==> src/rtl/ahb_mem_arbiter.sv <==
// Two-master AHB-lite arbiter sharing the single-port memory controller between
// instruction fetch (m0) and load/store (m1); fixed m1 priority with m0 anti-starvation.
module ahb_mem_arbiter #(
   parameter int unsigned STARVE_MAX = 4
) (
   input  logic        pll_core_cpuclk,
   input  logic        pad_cpu_rst,

   input  logic        m0_hsel,
   input  logic [31:0] m0_haddr,
   input  logic [2:0]  m0_hsize,
   input  logic [1:0]  m0_htrans,
   input  logic        m0_hwrite,
   input  logic [31:0] m0_hwdata,
   output logic [31:0] m0_hrdata,
   output logic        m0_hready,
   output logic [1:0]  m0_hresp,

   input  logic        m1_hsel,
   input  logic [31:0] m1_haddr,
   input  logic [2:0]  m1_hsize,
   input  logic [1:0]  m1_htrans,
   input  logic        m1_hwrite,
   input  logic [31:0] m1_hwdata,
   output logic [31:0] m1_hrdata,
   output logic        m1_hready,
   output logic [1:0]  m1_hresp,

   output logic        arb_mem_hsel,
   output logic [31:0] arb_mem_haddr,
   output logic [2:0]  arb_mem_hsize,
   output logic [1:0]  arb_mem_htrans,
   output logic        arb_mem_hwrite,
   output logic [31:0] arb_mem_hwdata,
   input  logic [31:0] mem_arb_hrdata,
   input  logic        mem_arb_hready,
   input  logic [1:0]  mem_arb_hresp
);

   localparam logic [1:0] ST_IDLE = 2'd0;
   localparam logic [1:0] ST_PEND = 2'd1;
   localparam logic [1:0] ST_DATA = 2'd2;

   localparam logic [3:0] STARVE_LIM = 4'(STARVE_MAX);

   logic [1:0]  m0_state, m1_state;
   logic [31:0] m0_hold_addr, m1_hold_addr;
   logic [2:0]  m0_hold_size, m1_hold_size;
   logic        m0_hold_write, m1_hold_write;
   logic [3:0]  starve_cnt;
   logic        owner_vld, owner_m1;
   logic [31:0] last_addr;
   logic [2:0]  last_size;
   logic        last_write;

   logic        m0_req, m1_req, m0_cand, m1_cand;
   logic        issue, pick_m0, m0_grant, m1_grant;
   logic [31:0] win_addr;
   logic [2:0]  win_size;
   logic        win_write;
   logic        unused_htrans_lsb;

   assign unused_htrans_lsb = m0_htrans[0] ^ m1_htrans[0];

   function automatic logic [1:0] next_st(input logic [1:0] st, input logic req,
                                          input logic grant, input logic slv_rdy);
      logic [1:0] nxt;
      nxt = st;
      case (st)
         ST_IDLE: if (req) nxt = grant ? ST_DATA : ST_PEND;
         ST_PEND: if (grant) nxt = ST_DATA;
         ST_DATA: if (slv_rdy) nxt = req ? (grant ? ST_DATA : ST_PEND) : ST_IDLE;
         default: nxt = ST_IDLE;
      endcase
      return nxt;
   endfunction

   assign m0_hready = (m0_state == ST_PEND) ? 1'b0 :
                      (m0_state == ST_DATA) ? mem_arb_hready : 1'b1;
   assign m1_hready = (m1_state == ST_PEND) ? 1'b0 :
                      (m1_state == ST_DATA) ? mem_arb_hready : 1'b1;

   assign m0_req  = m0_hsel & m0_htrans[1] & m0_hready;
   assign m1_req  = m1_hsel & m1_htrans[1] & m1_hready;
   assign m0_cand = (m0_state == ST_PEND) | m0_req;
   assign m1_cand = (m1_state == ST_PEND) | m1_req;

   // Issue is suppressed during reset so a held transfer can never leak out.
   assign issue    = mem_arb_hready & (m0_cand | m1_cand) & ~pad_cpu_rst;
   assign pick_m0  = m0_cand & (~m1_cand | (starve_cnt == STARVE_LIM));
   assign m0_grant = issue & pick_m0;
   assign m1_grant = issue & ~pick_m0;

   always_comb begin
      win_addr  = '0;
      win_size  = '0;
      win_write = 1'b0;
      if (pick_m0) begin
         if (m0_state == ST_PEND) begin
            win_addr  = m0_hold_addr;
            win_size  = m0_hold_size;
            win_write = m0_hold_write;
         end else begin
            win_addr  = m0_haddr;
            win_size  = m0_hsize;
            win_write = m0_hwrite;
         end
      end else if (m1_state == ST_PEND) begin
         win_addr  = m1_hold_addr;
         win_size  = m1_hold_size;
         win_write = m1_hold_write;
      end else begin
         win_addr  = m1_haddr;
         win_size  = m1_hsize;
         win_write = m1_hwrite;
      end
   end

   // Address fields fall back to the last issued request so they stay stable during a stall.
   assign arb_mem_hsel   = issue;
   assign arb_mem_htrans = issue ? 2'b10 : 2'b00;
   assign arb_mem_haddr  = issue ? win_addr  : last_addr;
   assign arb_mem_hsize  = issue ? win_size  : last_size;
   assign arb_mem_hwrite = issue ? win_write : last_write;
   assign arb_mem_hwdata = owner_vld ? (owner_m1 ? m1_hwdata : m0_hwdata) : '0;

   assign m0_hrdata = mem_arb_hrdata;
   assign m1_hrdata = mem_arb_hrdata;
   assign m0_hresp  = (owner_vld & ~owner_m1) ? mem_arb_hresp : 2'b00;
   assign m1_hresp  = (owner_vld &  owner_m1) ? mem_arb_hresp : 2'b00;

   always_ff @(posedge pll_core_cpuclk) begin
      if (pad_cpu_rst) begin
         m0_state      <= ST_IDLE;
         m1_state      <= ST_IDLE;
         m0_hold_addr  <= '0;
         m0_hold_size  <= '0;
         m0_hold_write <= 1'b0;
         m1_hold_addr  <= '0;
         m1_hold_size  <= '0;
         m1_hold_write <= 1'b0;
         starve_cnt    <= '0;
         owner_vld     <= 1'b0;
         owner_m1      <= 1'b0;
         last_addr     <= '0;
         last_size     <= '0;
         last_write    <= 1'b0;
      end else begin
         m0_state <= next_st(m0_state, m0_req, m0_grant, mem_arb_hready);
         m1_state <= next_st(m1_state, m1_req, m1_grant, mem_arb_hready);

         if (m0_req & ~m0_grant) begin
            m0_hold_addr  <= m0_haddr;
            m0_hold_size  <= m0_hsize;
            m0_hold_write <= m0_hwrite;
         end
         if (m1_req & ~m1_grant) begin
            m1_hold_addr  <= m1_haddr;
            m1_hold_size  <= m1_hsize;
            m1_hold_write <= m1_hwrite;
         end

         if (m0_grant | ~m0_cand)
            starve_cnt <= '0;
         else if (m1_grant & (starve_cnt != STARVE_LIM))
            starve_cnt <= starve_cnt + 4'd1;

         if (mem_arb_hready) begin
            owner_vld <= issue;
            owner_m1  <= m1_grant;
         end

         if (issue) begin
            last_addr  <= win_addr;
            last_size  <= win_size;
            last_write <= win_write;
         end
      end
   end

endmodule

==> config.mk <==
export PLATFORM = sky130hd
export DESIGN_NAME = ahb_mem_arbiter
export DESIGN_NICKNAME = d
export VERILOG_FILES = /design/src/rtl/ahb_mem_arbiter.sv
export SDC_FILE = /design/constraint.sdc
export NUM_CORES = 1
export LEC_CHECK = 0
export ABC_CLOCK_PERIOD_IN_PS = 5400
export CAP_MARGIN = 10
export CORE_MARGIN = 2
export CORE_UTILIZATION = 45
export CTS_BUF_LIST = sky130_fd_sc_hd__clkbuf_8 sky130_fd_sc_hd__clkbuf_16
export CTS_CLUSTER_DIAMETER = 200
export CTS_CLUSTER_SIZE = 24
export DETAILED_ROUTE_END_ITERATION = 8
export PLACE_DENSITY = 0.93
export SLEW_MARGIN = 20
export SYNTH_ARGS = -nofsm -noshare
export SYNTH_HDL_FRONTEND = slang
export SYNTH_SLANG_ARGS = --single-unit
==> constraint.sdc <==
create_clock -name pll_core_cpuclk -period 5.4 [get_ports pll_core_cpuclk]
set_input_delay 0.54 -clock pll_core_cpuclk [delete_from_list [all_inputs] [get_ports pll_core_cpuclk]]
set_output_delay 0.54 -clock pll_core_cpuclk [all_outputs]
set_load 0.01 [all_outputs]
==> report_table.html <==
<table>
<tr><th>Metric</th><th>Value</th></tr>
<tr><th colspan="2">Finish</th></tr>
<tr><td>Area of the multi-input gates</td><td>roughly 0.0034 sq mm</td></tr>
<tr><td>Post-layout nets</td><td>1,075</td></tr>
<tr><td>Synth-to-Final Area Change</td><td>34.8%</td></tr>
<tr><td>Number of filler instances in the final layout</td><td>around 1,200</td></tr>
<tr><td>Commonest non-fill, non-tap cells in the layout</td><td>sky130_fd_sc_hd__clkdlybuf4s50_1, sky130_fd_sc_hd__nand2_1, sky130_fd_sc_hd__dfxtp_1</td></tr>
<tr><td>Fraction of layout cells with a size suffix above 1</td><td>0.100</td></tr>
<tr><td>Area occupied by registers</td><td>0.00236 sq mm</td></tr>
<tr><td>Commonest non-fill, non-tap cell in the layout</td><td>sky130_fd_sc_hd__clkdlybuf4s50_1</td></tr>
<tr><td>Final core occ</td><td>0.618</td></tr>
<tr><th colspan="2">Synthesis</th></tr>
<tr><td>Share of the yosys chip area belonging to registers</td><td>0.356</td></tr>
<tr><td>Cell area after synthesis</td><td>0.00664 sq mm</td></tr>
<tr><td>Post-synthesis share of cell area spent on xor and xnor gates</td><td>0.00395</td></tr>
<tr><td>Average cell area after synthesis</td><td>about 8.6 sq um</td></tr>
<tr><td>Post-synthesis mux area share</td><td>0.102</td></tr>
<tr><td>Cell type with the largest total area after synthesis</td><td>sky130_fd_sc_hd__dfxtp_1</td></tr>
<tr><td>Area fraction of the dominant cell type after synthesis</td><td>0.356</td></tr>
<tr><td>Syn_nets</td><td>953</td></tr>
<tr><td>Top cells by area in the synthesized netlist</td><td>sky130_fd_sc_hd__dfxtp_1, sky130_fd_sc_hd__nand2_1, sky130_fd_sc_hd__mux2i_1</td></tr>
<tr><td>Dominant combinational cell family by area after synthesis</td><td>compound AO/OA/AOI/OAI gates</td></tr>
<tr><td>Yosys reg bits</td><td>118</td></tr>
<tr><td>Number of unique standard cell types used by synthesis</td><td>43</td></tr>
<tr><td>Adder-cell area share of the yosys netlist</td><td>0.00377</td></tr>
<tr><td>Synthesized netlist cell count</td><td>772</td></tr>
<tr><td>Simple logic cell fraction of the synthesized area</td><td>0.193</td></tr>
<tr><td>Compound-Gate Fraction of Synth Area</td><td>0.208</td></tr>
<tr><td>Yosys warnings</td><td>0</td></tr>
<tr><th colspan="2">Worst setup path</th></tr>
<tr><td>Type of destination of the critical path</td><td>output pin</td></tr>
<tr><td>CP Data Required Time</td><td>4.86 ns</td></tr>
<tr><td>Crit path to</td><td>arb_mem_hwrite</td></tr>
<tr><td>Slowest cell on crit path</td><td>sky130_fd_sc_hd__clkdlybuf4s50_1</td></tr>
<tr><td>Biggest cell delay along the critical path</td><td>0.53 ns</td></tr>
<tr><td>Capturing point of the worst reg2reg path</td><td>last_size[0]$_SDFF_PP0_</td></tr>
<tr><td>Arrival time at the worst endpoint</td><td>3.43 ns</td></tr>
<tr><td>Max FO, Critical Path</td><td>22</td></tr>
<tr><td>Cell type group with the largest total delay on the critical path</td><td>simple AND/OR/NAND/NOR gates</td></tr>
<tr><td>Critical Path Stages</td><td>6</td></tr>
<tr><td>R2r startpoint</td><td>m1_state[0]$_SDFFE_PP0P_</td></tr>
<tr><td>Kind of start point of the critical path</td><td>register</td></tr>
<tr><td>Class of the most critical setup path</td><td>reg -&gt; out</td></tr>
<tr><td>R2r setup slk</td><td>2.58 ns</td></tr>
<tr><td>List of cells traversed by the critical path</td><td>nand2b_2 -&gt; a21oi_4 -&gt; or2_2 -&gt; buf_4 -&gt; o221ai_2 -&gt; clkdlybuf4s50_1</td></tr>
<tr><td>R2r worst-path depth</td><td>6</td></tr>
<tr><td>Critical path buffers and inverters</td><td>2</td></tr>
<tr><td>Worst setup path start</td><td>m1_state[0]$_SDFFE_PP0P_</td></tr>
<tr><th colspan="2">Floorplan</th></tr>
<tr><td>Core region area</td><td>0.0145 sq mm</td></tr>
<tr><td>Die height</td><td>126 um</td></tr>
<tr><td>Std-Cell Rows</td><td>44</td></tr>
<tr><td>Count of boundary I/O pins</td><td>320</td></tr>
<tr><td>Die ar.</td><td>0.0158 sq mm</td></tr>
<tr><td>Effective utilization at floorplan</td><td>0.459</td></tr>
<tr><td>Horizontal extent of the die</td><td>126 um</td></tr>
<tr><th colspan="2">Drt</th></tr>
<tr><td>Drt first pass iters</td><td>5</td></tr>
<tr><td>Final routed wire length divided by cell count</td><td>roughly 19 um</td></tr>
<tr><td>Post-route antenna net violation count</td><td>0</td></tr>
<tr><td>Final wirelength</td><td>about 20 mm</td></tr>
<tr><td>Number of vias per cell after detailed routing</td><td>5.48</td></tr>
<tr><td>Total via count in the routed design</td><td>5,988</td></tr>
<tr><td>DR DRC count</td><td>0</td></tr>
<tr><td>Number of violations reported at the end of detailed-routing iteration 0</td><td>398</td></tr>
<tr><th colspan="2">Timing</th></tr>
<tr><td>Final number of max-transition violations</td><td>0</td></tr>
<tr><td>Maximum clock frequency</td><td>0.252 GHz</td></tr>
<tr><td>Least-Margin Pin Slew</td><td>1.11 ns</td></tr>
<tr><td>Final setup fails</td><td>0</td></tr>
<tr><td>Worst slew margin relative to its limit</td><td>0.258</td></tr>
<tr><td>Setup total negative slack</td><td>0 ns</td></tr>
<tr><td>Final Hold Fails</td><td>0</td></tr>
<tr><td>Crit path time final</td><td>about 4 ns</td></tr>
<tr><td>Setup repair after global routing missed its margin</td><td>false</td></tr>
<tr><td>Clock skew</td><td>0.00852 ns</td></tr>
<tr><td>Final Cycle Share</td><td>0.736</td></tr>
<tr><th colspan="2">Placement</th></tr>
<tr><td>HPWL after detailed placement</td><td>between 10 and 15 mm</td></tr>
<tr><td>Number of port buffers</td><td>220</td></tr>
<tr><td>Final weighted congestion in routability-driven placement</td><td>0.779</td></tr>
<tr><th colspan="2">Pwr</th></tr>
<tr><td>Leakage power figure</td><td>3.27 nW</td></tr>
<tr><td>Switching Power</td><td>666 uW</td></tr>
<tr><td>Share of total power in combinational logic</td><td>0.177</td></tr>
<tr><td>Part of the power in registers</td><td>0.359</td></tr>
<tr><td>Net switching fraction of the power</td><td>0.255</td></tr>
<tr><td>Power density of the placed cells</td><td>291 mW/mm^2</td></tr>
<tr><td>Maximum VDD drop</td><td>0.191 mV</td></tr>
<tr><td>Internal power contribution</td><td>1.94 mW</td></tr>
<tr><td>Portion of total power attributed to the clock network</td><td>0.464</td></tr>
<tr><th colspan="2">Clock tree</th></tr>
<tr><td>Number of buffers on the longest clock path</td><td>2</td></tr>
<tr><td>Number of levels the H-tree was split into</td><td>4</td></tr>
<tr><td>Number of buffers inserted for hold repair after clock tree synthesis</td><td>0</td></tr>
<tr><td>Count of cells resized by post-cts repair</td><td>0</td></tr>
<tr><td>Clock latency of the later-clocked register in the worst-skew pair</td><td>0.40 ns</td></tr>
<tr><td>CTS tree</td><td>built</td></tr>
<tr><td>Inserted Clock Buffers</td><td>17</td></tr>
<tr><td>Number of sinks driven by the clock tree</td><td>118</td></tr>
<tr><td>Post-CTS setup repair buffer count</td><td>0</td></tr>
<tr><td>Clock slew at the register clock pins of the worst setup and hold paths</td><td>roughly 0.06 ns</td></tr>
<tr><td>Cell at the root of the clock tree</td><td>sky130_fd_sc_hd__clkbuf_16</td></tr>
<tr><th colspan="2">Global route</th></tr>
<tr><td>Global-route wire length before repair</td><td>about 31 mm</td></tr>
<tr><td>Total track usage</td><td>0.250</td></tr>
<tr><td>Number of antenna violations at the first check in global routing</td><td>1</td></tr>
<tr><td>Vias in the first global route</td><td>5,942</td></tr>
<tr><td>Total congestion overflow after global routing</td><td>0</td></tr>
<tr><td>Pin count of the biggest net entering global routing</td><td>78</td></tr>
<tr><th colspan="2">Outcome</th></tr>
<tr><td>Status</td><td>finished clean</td></tr>
<tr><th colspan="2">Run</th></tr>
<tr><td>Number of max-cap violations</td><td>0</td></tr>
<tr><th colspan="2">Worst hold path</th></tr>
<tr><td>Worst Hold Launch</td><td>m1_hold_write$_SDFFE_PP0P_</td></tr>
<tr><td>Hold Path Class</td><td>reg -&gt; reg</td></tr>
</table>
## metrics by stage
step	std cells	setup slack (ns)	hold WS [ns]	instance area, sq um	power, mW
final	1092	1.43	0.452	8950	2.61
after global routing	1091	1.28	0.467	8950	2.71
after CTS	1091	1.40	0.454	8950	2.63
after detailed placement	1059	1.58	0.446	8310	1.42
after global placement	1059	1.61	0.440	8310	1.41
after floorplan	772	3.15	0.436	6640	1.23
## worst reg2reg max path, delay by kind of cell, from the launching register on
family          cells  cell delay (ns)
flops               1             0.42
simple gates        3             1.22
buf+inv             1             0.48
compound gates      2             0.60
## how the worst min path moves through the flow
stage | endpoint | slack [ns] | depth (start not counted)
after global routing | m1_hold_addr[29]$_SDFFE_PP0P_ | 0.47 | 2
after detailed placement | m1_hold_addr[13]$_SDFFE_PP0P_ | 0.45 | 2
after floorplan | m1_hold_addr[0]$_SDFFE_PP0P_ | 0.44 | 2
final | m1_hold_write$_SDFFE_PP0P_ | 0.45 | 2
after global placement | m1_hold_addr[6]$_SDFFE_PP0P_ | 0.44 | 2
after CTS | m1_hold_addr[13]$_SDFFE_PP0P_ | 0.45 | 2
## synthesized netlist by cell type (all sizes together)
cell type	number
nand2	184
dfxtp	118
buf	103
a21oi	78
mux2i	68
and2	37
a22oi	36
o221ai	36
nor2b	33
clkbuf	23
nor2	10
inv	7
o21ai	5
a211oi	3
and3b	3
nand2b	3
and3	2
ha	2
nor3	2
nor3b	2
o211ai	2
xor2	2
a211o	1
a31o	1
a41o	1
conb	1
nand3b	1
nand4	1
nor4b	1
o2111a	1
o211a	1
o21a	1
o31a	1
or2	1
xnor2	1
## power by group through the flow
stage / registers, mW / logic, mW / clock network (mW)
global placement: 0.953 / 0.453 / 0
detailed placement: 0.955 / 0.461 / 0
CTS: 0.936 / 0.463 / 1.23
floorplan: 0.941 / 0.292 / 0
global route: 0.941 / 0.495 / 1.27
finish: 0.937 / 0.462 / 1.21
## cell families after synthesis
| group | after synthesis |
|---|---|
| mux | 68 |
| compound gates | 167 |
| simple gates | 280 |
| flops | 118 |
| xor+xnor | 3 |
| buf+inv | 133 |
| fa+ha+maj | 2 |
| other cells | 1 |
## registers in the layout, indices dropped and copies added (netlist names)
signal / count
starve_cnt: 4
m1_hold_size: 3
last_addr: 32
owner_m1: 1
last_write: 1
m0_hold_addr: 32
m0_state: 2
owner_vld: 1
m0_hold_write: 1
m1_hold_addr: 32
last_size: 3
m0_hold_size: 3
m1_hold_write: 1
m1_state: 2
## final cells by class
| cell class | instances | share of cell area |
|---|---|---|
| Antenna cell | 1 | 0.000279 |
| Clock buffer | 18 | 0.0490 |
| Clock inverter | 14 | 0.0225 |
| Inverter | 7 | 0.00293 |
| Multi-Input combinational cell | 521 | 0.383 |
| Sequential cell | 118 | 0.264 |
| Tap cell | 184 | 0.0257 |
| Timing Repair Buffer | 229 | 0.253 |
## metal layers
metal | GRT usage | routed length [um] | vias to the layer above
li1 | - | - | 2837
met1 | 0.272 | 7540 | 2801
met4 | 0.0641 | 246 | 2
met2 | 0.451 | 10400 | 320
met3 | 0.0958 | 2080 | 28
met5 | 0.0341 | 75 | -
Power figures use the tool's default switching activity.
